**src/rtl/sram_arb_pkg.sv**
```systemverilog
// Shared types for the SRAM port arbiter: FSM state encoding and owner codes.
package sram_arb_pkg;

   typedef enum logic [1:0] {
      IDLE,
      ISSUE,
      WAIT,
      DONE
   } state_t;

   localparam logic OWN_DISP = 1'b0;
   localparam logic OWN_HOST = 1'b1;

endpackage

```
**src/rtl/sram_port_arbiter_if.sv**
```systemverilog
// Bus bundle for the SRAM port arbiter: display port, host port, SRAM controller side and status.
interface sram_port_arbiter_if #(
   parameter int unsigned ADDR_W = 20,
   parameter int unsigned DATA_W = 32
);
   logic              d_req;
   logic [ADDR_W-1:0] d_addr;
   logic              d_ack;
   logic [DATA_W-1:0] d_rdata;

   logic              h_req;
   logic              h_we;
   logic [ADDR_W-1:0] h_addr;
   logic [DATA_W-1:0] h_wdata;
   logic              h_ack;
   logic [DATA_W-1:0] h_rdata;

   logic [ADDR_W-1:0] s_addr;
   logic [DATA_W-1:0] s_wdata;
   logic              s_read_enable;
   logic              s_write_enable;
   logic [DATA_W-1:0] s_rdata;

   logic              busy;
   logic              owner;

   modport slave (
      input  d_req, d_addr, h_req, h_we, h_addr, h_wdata, s_rdata,
      output d_ack, d_rdata, h_ack, h_rdata,
      output s_addr, s_wdata, s_read_enable, s_write_enable, busy, owner
   );

   modport master (
      output d_req, d_addr, h_req, h_we, h_addr, h_wdata, s_rdata,
      input  d_ack, d_rdata, h_ack, h_rdata,
      input  s_addr, s_wdata, s_read_enable, s_write_enable, busy, owner
   );
endinterface

```
**src/rtl/sram_arb_pick.sv**
```systemverilog
// Winner selection for the SRAM arbiter; display has priority unless the starvation
// guard (SRAM_ARB_STARVE_GUARD_EN) has counted MAX_CONSEC display grants while host waited.
module sram_arb_pick #(
   parameter int unsigned MAX_CONSEC = 4
) (
   input  logic clk,
   input  logic reset,
   input  logic arb_en,
   input  logic d_req,
   input  logic h_req,
   output logic grant_valid,
   output logic grant_host
);

`ifdef SRAM_ARB_STARVE_GUARD_EN
   localparam int unsigned CW = $clog2(MAX_CONSEC + 1);

   logic [CW-1:0] consec;
   logic          force_host;

   assign force_host = (consec == CW'(MAX_CONSEC)) && h_req;

   always_comb begin
      grant_valid = d_req | h_req;
      grant_host  = h_req && (!d_req || force_host);
   end

   // Counts only display wins that left the host waiting; any other outcome restarts the run.
   always_ff @(posedge clk or posedge reset) begin
      if (reset) begin
         consec <= '0;
      end else if (arb_en && grant_valid) begin
         if (grant_host)
            consec <= '0;
         else if (h_req)
            consec <= consec + CW'(1);
         else
            consec <= '0;
      end
   end
`else
   localparam int unsigned UNUSED_MAX = MAX_CONSEC;
   logic unused_sigs;

   assign unused_sigs = ^{clk, reset, arb_en, 32'(UNUSED_MAX)};

   always_comb begin
      grant_valid = d_req | h_req;
      grant_host  = h_req && !d_req;
   end
`endif

endmodule

```
**src/rtl/sram_port_arbiter.sv**
```systemverilog
// Two-requester SRAM arbiter: display reads with fixed priority, host reads/writes,
// fixed-latency access sequencing. Optional host starvation guard: SRAM_ARB_STARVE_GUARD_EN.
module sram_port_arbiter
   import sram_arb_pkg::*;
#(
   parameter int unsigned ADDR_W        = 20,
   parameter int unsigned DATA_W        = 32,
   parameter int unsigned ACCESS_CYCLES = 2,
   parameter int unsigned MAX_CONSEC    = 4
) (
   input logic                clk,
   input logic                reset,
   sram_port_arbiter_if.slave bus
);

   localparam int unsigned CNT_W = $clog2(ACCESS_CYCLES + 1);

   state_t            state, nstate;
   logic [CNT_W-1:0]  cnt;
   logic              owner_q;
   logic              we_q;
   logic [ADDR_W-1:0] addr_q;
   logic [DATA_W-1:0] wdata_q;
   logic [DATA_W-1:0] d_rdata_q;
   logic [DATA_W-1:0] h_rdata_q;
   logic              grant_valid;
   logic              grant_host;

   sram_arb_pick #(
      .MAX_CONSEC(MAX_CONSEC)
   ) u_pick (
      .clk        (clk),
      .reset      (reset),
      .arb_en     (state == IDLE),
      .d_req      (bus.d_req),
      .h_req      (bus.h_req),
      .grant_valid(grant_valid),
      .grant_host (grant_host)
   );

   always_ff @(posedge clk or posedge reset) begin
      if (reset)
         state <= IDLE;
      else
         state <= nstate;
   end

   always_comb begin
      nstate              = state;
      bus.s_read_enable   = 1'b0;
      bus.s_write_enable  = 1'b0;
      bus.d_ack           = 1'b0;
      bus.h_ack           = 1'b0;
      bus.busy            = (state != IDLE);
      bus.owner           = owner_q;
      bus.s_addr          = addr_q;
      bus.s_wdata         = wdata_q;
      bus.d_rdata         = d_rdata_q;
      bus.h_rdata         = h_rdata_q;
      case (state)
         IDLE: begin
            if (grant_valid)
               nstate = ISSUE;
         end
         ISSUE: begin
            bus.s_read_enable  = !we_q;
            bus.s_write_enable = we_q;
            nstate             = WAIT;
         end
         WAIT: begin
            if (cnt == '0)
               nstate = DONE;
         end
         DONE: begin
            bus.d_ack = (owner_q == OWN_DISP);
            bus.h_ack = (owner_q == OWN_HOST);
            nstate    = IDLE;
         end
         default: nstate = IDLE;
      endcase
   end

   // Requests are latched once at grant; s_wdata only tracks host grants since display never writes.
   always_ff @(posedge clk or posedge reset) begin
      if (reset) begin
         owner_q   <= OWN_DISP;
         we_q      <= 1'b0;
         addr_q    <= '0;
         wdata_q   <= '0;
         cnt       <= '0;
         d_rdata_q <= '0;
         h_rdata_q <= '0;
      end else begin
         case (state)
            IDLE: begin
               if (grant_valid) begin
                  owner_q <= grant_host ? OWN_HOST : OWN_DISP;
                  we_q    <= grant_host & bus.h_we;
                  addr_q  <= grant_host ? bus.h_addr : bus.d_addr;
                  if (grant_host)
                     wdata_q <= bus.h_wdata;
               end
            end
            ISSUE: cnt <= CNT_W'(ACCESS_CYCLES - 1);
            WAIT: begin
               if (cnt != '0) begin
                  cnt <= cnt - CNT_W'(1);
               end else if (!we_q) begin
                  if (owner_q == OWN_HOST)
                     h_rdata_q <= bus.s_rdata;
                  else
                     d_rdata_q <= bus.s_rdata;
               end
            end
            default: ;
         endcase
      end
   end

endmodule

```
**src/flat_wrapper.sv**
```systemverilog
// flat-port wrapper written by rule: the top's interface ports become plain ports
module sram_port_arbiter_flat import sram_arb_pkg::*;
#(
   parameter int unsigned ADDR_W        = 20,
   parameter int unsigned DATA_W        = 32,
   parameter int unsigned ACCESS_CYCLES = 2,
   parameter int unsigned MAX_CONSEC    = 4
)
  (clk, reset, bus_d_req, bus_d_addr, bus_h_req, bus_h_we, bus_h_addr, bus_h_wdata, bus_s_rdata, bus_d_ack, bus_d_rdata, bus_h_ack, bus_h_rdata, bus_s_addr, bus_s_wdata, bus_s_read_enable, bus_s_write_enable, bus_busy, bus_owner);
  sram_port_arbiter_if #(.ADDR_W(ADDR_W), .DATA_W(DATA_W)) bus_i ();
  input logic clk;
  input logic reset;
  input wire logic [$bits(bus_i.d_req)-1:0] bus_d_req;
  input wire logic [$bits(bus_i.d_addr)-1:0] bus_d_addr;
  input wire logic [$bits(bus_i.h_req)-1:0] bus_h_req;
  input wire logic [$bits(bus_i.h_we)-1:0] bus_h_we;
  input wire logic [$bits(bus_i.h_addr)-1:0] bus_h_addr;
  input wire logic [$bits(bus_i.h_wdata)-1:0] bus_h_wdata;
  input wire logic [$bits(bus_i.s_rdata)-1:0] bus_s_rdata;
  output wire logic [$bits(bus_i.d_ack)-1:0] bus_d_ack;
  output wire logic [$bits(bus_i.d_rdata)-1:0] bus_d_rdata;
  output wire logic [$bits(bus_i.h_ack)-1:0] bus_h_ack;
  output wire logic [$bits(bus_i.h_rdata)-1:0] bus_h_rdata;
  output wire logic [$bits(bus_i.s_addr)-1:0] bus_s_addr;
  output wire logic [$bits(bus_i.s_wdata)-1:0] bus_s_wdata;
  output wire logic [$bits(bus_i.s_read_enable)-1:0] bus_s_read_enable;
  output wire logic [$bits(bus_i.s_write_enable)-1:0] bus_s_write_enable;
  output wire logic [$bits(bus_i.busy)-1:0] bus_busy;
  output wire logic [$bits(bus_i.owner)-1:0] bus_owner;
  assign bus_i.d_req = bus_d_req;
  assign bus_i.d_addr = bus_d_addr;
  assign bus_i.h_req = bus_h_req;
  assign bus_i.h_we = bus_h_we;
  assign bus_i.h_addr = bus_h_addr;
  assign bus_i.h_wdata = bus_h_wdata;
  assign bus_i.s_rdata = bus_s_rdata;
  assign bus_d_ack = bus_i.d_ack;
  assign bus_d_rdata = bus_i.d_rdata;
  assign bus_h_ack = bus_i.h_ack;
  assign bus_h_rdata = bus_i.h_rdata;
  assign bus_s_addr = bus_i.s_addr;
  assign bus_s_wdata = bus_i.s_wdata;
  assign bus_s_read_enable = bus_i.s_read_enable;
  assign bus_s_write_enable = bus_i.s_write_enable;
  assign bus_busy = bus_i.busy;
  assign bus_owner = bus_i.owner;
  sram_port_arbiter #(.ADDR_W(ADDR_W), .DATA_W(DATA_W), .ACCESS_CYCLES(ACCESS_CYCLES), .MAX_CONSEC(MAX_CONSEC)) u_core (.clk(clk), .reset(reset), .bus(bus_i));
endmodule
```
**config.mk**
```make
export PLATFORM = sky130hd
export DESIGN_NAME = sram_port_arbiter_flat
export DESIGN_NICKNAME = d
export VERILOG_FILES = /design/src/rtl/sram_arb_pkg.sv /design/src/rtl/sram_port_arbiter_if.sv /design/src/rtl/sram_arb_pick.sv /design/src/rtl/sram_port_arbiter.sv /design/src/flat_wrapper.sv
export SDC_FILE = /design/constraint.sdc
export NUM_CORES = 1
export LEC_CHECK = 0
export ABC_AREA = 1
export BUFFER_PORTS_ARGS = -buffer_cell sky130_fd_sc_hd__buf_4
export CAP_MARGIN = 5
export CORE_MARGIN = 5
export CORE_UTILIZATION = 40
export DETAILED_ROUTE_END_ITERATION = 7
export HOLD_SLACK_MARGIN = 0.05
export PLACE_DENSITY = 0.79
export SETUP_SLACK_MARGIN = 0.4
export SLEW_MARGIN = 20
export SYNTH_ARGS = -nofsm -noshare
export SYNTH_HDL_FRONTEND = slang
export SYNTH_SLANG_ARGS = --single-unit
```
**constraint.sdc**
```tcl
create_clock -name clk -period 5.8 [get_ports clk]
set_input_delay 0.87 -clock clk [delete_from_list [all_inputs] [get_ports clk]]
set_output_delay 0.87 -clock clk [all_outputs]
set_load 0.02 [all_outputs]
```
# Word-level counts from Yosys, hierarchy flattened
# Cells that the tools add are included.
# W data, S select, Z words.
dict set report word_totals {
  reg_bits 122
  latchBits 0
  ramBits 0
  mem_bits_ro 0
  out_inout_bits 122
  word_cells 45
  mem_count 0
}
dict set report op_classes {
  add_sub_neg 1
  multipliers 0
  n_div 0
  order_cmp 0
  eq_ne 6
  n_shift 0
  mux 11
  bitwise 5
  n_reduce_logical 14
}
# cell n
set op_table {}
lappend op_table {{$mux W20} 1}
lappend op_table {{$pmux W2 S4} 1}
lappend op_table {{$reduce_and A4 Y1} 2}
lappend op_table {{$mux W2} 3}
lappend op_table {{$ne A2 B1 Y1 const B} 3}
lappend op_table {{$reduce_and A2 Y1} 3}
lappend op_table {{$reduce_bool A2 Y1} 3}
lappend op_table {{$mux W1} 5}
lappend op_table {{$eq A2 B2 Y1 const B} 2}
lappend op_table {{$logic_not A2 Y1} 2}
lappend op_table {{$pmux W2 S2} 1}
lappend op_table {{$not A1 Y1} 3}
lappend op_table {{$reduce_and A3 Y1} 1}
lappend op_table {{$eq A2 B1 Y1 const B} 1}
lappend op_table {{$logic_not A1 Y1} 2}
lappend op_table {{$sub A2 B1 Y2 const B} 1}
lappend op_table {{$and A1 B1 Y1} 1}
lappend op_table {{$logic_and A1 B1 Y1} 1}
lappend op_table {{$or A1 B1 Y1} 1}

# Longest topological paths before layout
dict set report depth {
  ltp_word 3
  ltp_mapped 8
  depth_no_buf 7
}

# Modules after synthesis
# Synthesis repeated with hierarchy kept, for this count alone.
dict set report unflattened {
  hier_cells 631
  hier_area_um2 5230.0
}
# module n_inst cells_each area_per_inst_um2
set modules_own_cells {}
lappend modules_own_cells {sram_port_arbiter 1 627 5215.0}
lappend modules_own_cells {sram_arb_pick 1 4 15.0}

# Least setup slack after synthesis
# Ideal clock, no wire load.
dict set report synth_timing {
  path_kind {register to output}
  from {register u_core.state[1]}
  to {output port bus_s_read_enable}
  t_arrival_ns 0.990
  t_required_ns 4.930
  slack_ns 3.940
  stages_incl_launch_ff 5
  path_buffers 0
  cell_sequence {dfrtp_1 -> inv_1 -> ha_1 -> inv_1 -> nor2_1}
}
dict set report synth_via {
  elab_chain_len 2
}
# item line_no
set synth_lines {}
lappend synth_lines {{start: declaration} sram_port_arbiter.sv:18} ;# state_t state, nstate;
lappend synth_lines {{start signal: assignment} sram_port_arbiter.sv:45} ;# state <= nstate;
lappend synth_lines {{$eq A2 B1 Y1} sram_port_arbiter.sv:60} ;# case (state)
lappend synth_lines {{$mux W1} sram_port_arbiter.sv:60}
lappend synth_lines {{end: declaration} flat_wrapper.sv:26} ;# output wire logic [$bits(bus_i.s_read_enable)-1:0] bus_s_read_enable;
# Every way passes these cells.

# Worst setup path in the final report
dict set report layout_timing {
  from {register u_core.state[1]}
  to {output port bus_busy}
}
dict set report layout_via {
  elab_chain_len 1
}
# item line_no
set layout_lines {}
lappend layout_lines {{$reduce_bool A2 Y1} sram_port_arbiter.sv:54} ;# bus.busy = (state != IDLE);
lappend layout_lines {{end: declaration} flat_wrapper.sv:28} ;# output wire logic [$bits(bus_i.busy)-1:0] bus_busy;
# Every way passes these cells.

==> results.json <==
{
  "synth_cell_type_count": 15,
  "max_freq_mhz": 412.7,
  "grt.total_usage_pct": 18.64,
  "synth_warnings": 0,
  "antenna-diode-count": 0,
  "grt_pass1_vias": 4469,
  "static-leakage-power_nw": 4.390,
  "hold_bufs_at_cts": 0,
  "postSynthRegisterBits": 122,
  "met3RoutedLength_um": 921,
  "syn-num-nets": 725,
  "worst_vdd_rail_ir_drop_mv": 0.3090,
  "first_iter_violations": 172,
  "routedWlPerCell_um": 13.90,
  "grt_setup_unrepaired": "false",
  "die_wd_um": 123.8,
  "portBuffers": 230,
  "min-delay-path-class": "flip-flop to flip-flop",
  "die_height_um": 123.8,
  "globalRoute.totalOverflow": 0,
  "clkLatencyLatePin_ps": 410,
  "crit_arrival_ps": 1550,
  "whs_ps": 478.0,
  "synth_seq_area_share_pct": 58.89,
  "wl_met1_um": 5444,
  "rows": 41,
  "syn-cell-area_um2": 5184,
  "syn_area_per_cell_um2": 8.526,
  "post_cts.resized_instances": 0,
  "critPathMaxFanout": 5,
  "design.core.area_um2": 12670,
  "floorplan.initialDensity_pct": 40.91,
  "postCtsSetupRepairBufs": 0,
  "dp_hpwl_um": 10190,
  "met2_wire_len_um": 7308,
  "path_class": "flip-flop to primary output",
  "startpoint_type": "flip-flop",
  "top_layer_used": "met4",
  "initial_antenna_violation_count": 0,
  "finish.net_count": 948,
  "required_ps": 4930,
  "ios": 231,
  "cts-root-to-sink-buffers": 2,
  "fill_cells": 1143,
  "period_minus_slack_ps": 2423,
  "areaGrowthSynthToFinish_pct": 46.54,
  "timing.setup.tns_ps": 0,
  "worst_slew_margin_rel_pct": 31.40,
  "min_path_cells": 2,
  "dp_worst_setup_slack_ps": 2574,
  "final.setup_skew_ps": 10.16,
  "cts_buffer_count": 17,
  "tritoncts": "yes",
  "max_cap_violations": 0,
  "clk_pin_slew_worst_paths_ps": 50,
  "p_per_area_nw_per_um2": 598.3,
  "maximum_number_of_pins_on_one_net_before_global_route_repair": 70,
  "post_drt_via_cell_ratio": 4.498,
  "drtPass1Iterations": 4,
  "run_status": "completed",
  "syn_inst": 608,
  "grt_first_pass_wirelength_um": 21940,
  "cts_htree_levels": 4,
  "fp.dieArea_um2": 15340,
  "final_layout_size_suffix_gt1_share_pct": 31.67,
  "hold_violations": 0,
  "fin_crit_sh_pct": 41.77,
  "cp-end-kind": "primary output",
  "fin_ws_ps": 3377,
  "wl_um": 14100,
  "worst-r2r-cell-count": 6,
  "via_count": 4565,
  "post-route-drc-count": 0,
  "clk_root_buffer_cell": "sky130_fd_sc_hd__clkbuf_16",
  "finalSetupViolations": 0,
  "postRouteAntennaNets": 0,
  "cts_sinks": 122,
  "finalMaxSlewViolations": 0,
  "transition_time_at_the_pin_with_the_least_slew_margin_ps": 1025,
  "place.gp.congestion": 0.8384
}
-- final timing paths --
kind,startpoint,end,slack [ps]
min in group asynchronous,reset,u_core.bus.d_rdata[2],610
max,u_core.state[1],bus_busy,3380
max in group asynchronous,reset,u_core.bus.d_rdata[19],3900
min,u_core.bus.s_addr[11],u_core.bus.s_addr[11],480
max reg2reg,u_core.state[0],u_core.bus.h_rdata[26],3720
min reg2reg,u_core.bus.s_addr[11],u_core.bus.s_addr[11],480
-- kinds of logic (layout without fill, tap and decap cells) --
kind of cell,Yosys count,count (layout),share of synthesized area [%]
simple gates,227,227,17.62
buf+inv,150,385,11.80
flops,122,122,58.89
compound gates,101,101,9.751
fa+ha+maj,8,8,1.931
-- power by group --
group	leakage [nW]	switching (mW)	total, mW	internal (mW)
Combinational	2.61	1.16	1.97	0.810
Clock	0.296	0.358	1.04	0.684
Sequential	1.49	0.256	1.53	1.28
Total	4.39	1.77	4.54	2.77
-- per-stage QoR --
step                instance area, um^2  utilization, %  total power [mW]  std cells
floorplan                          5184               -             2.595        608
global placement                   6998           55.23             3.477        984
detailed placement                 6998           55.23             3.536        984
CTS                                7589           59.89             4.604       1015
global route                       7596           59.95             4.840       1015
finish                             7596           59.95             4.545       1015
-- worst max-delay path: stages, from the launching register on --
cell                      delay [ps]
sky130_fd_sc_hd__dfrtp_1         430
sky130_fd_sc_hd__inv_1           150
sky130_fd_sc_hd__ha_1            300
sky130_fd_sc_hd__inv_1           100
sky130_fd_sc_hd__buf_4           170
-- final cells by class --
cell class	instances	area, um^2	share of cell area [%]
Sequential cell	122	3053	40.19
Timing Repair Buffer	233	1749	23.03
Multi-Input combinational cell	336	1531	20.16
Clock buffer	24	501.7	6.605
Inverter	121	456.7	6.012
Tap cell	172	215.2	2.833
Clock inverter	7	88.84	1.169
-- layout by cell type (no fill, tap or decap) --
master                      netlist  routed
sky130_fd_sc_hd__buf_4            3     233
sky130_fd_sc_hd__bufinv_16        0       2
sky130_fd_sc_hd__clkbuf_1         6       2
sky130_fd_sc_hd__clkbuf_16        0      17
sky130_fd_sc_hd__clkbuf_8         0       5
sky130_fd_sc_hd__clkinv_2         0       4
sky130_fd_sc_hd__clkinv_4         0       1
sky130_fd_sc_hd__dfrtp_1        122     122
sky130_fd_sc_hd__ha_1             8       8
sky130_fd_sc_hd__inv_1          121     120
sky130_fd_sc_hd__inv_4            0       1
sky130_fd_sc_hd__nand2_1        175     175
sky130_fd_sc_hd__nand2_2          2       2
sky130_fd_sc_hd__nand3_1         43      42
sky130_fd_sc_hd__nand3_4          0       1
sky130_fd_sc_hd__nor2_1           6       6
sky130_fd_sc_hd__o21ai_0         70      70
sky130_fd_sc_hd__o21ai_1         31      31
sky130_fd_sc_hd__or2_2            1       1
-- registers in the layout, indices dropped and copies added (netlist names) --
register,count
u_core.state,2
u_core.bus.d_rdata,32
u_core.bus.owner,1
u_core.we_q,1
u_core.bus.s_wdata,32
u_core.bus.s_addr,20
u_core.cnt,2
u_core.bus.h_rdata,32
-- layer usage --
metal | up-vias | global-route usage [%]
met1 | 2106 | 21.54
li1 | 2293 | -
met2 | 134 | 31.53
met5 | - | 0
met4 | 0 | 7.405
met3 | 32 | 6.676
-- cell usage after synthesis (all sizes together) --
master,number,area share [%]
buf,21,2.4
clkbuf,8,0.63
dfrtp,122,59
ha,8,1.9
inv,121,8.8
nand2,177,13
nand3,43,4.2
nor2,6,0.43
o21ai,101,9.8
or2,1,0.12
No activity file was read; power rests on OpenSTA's default activity.
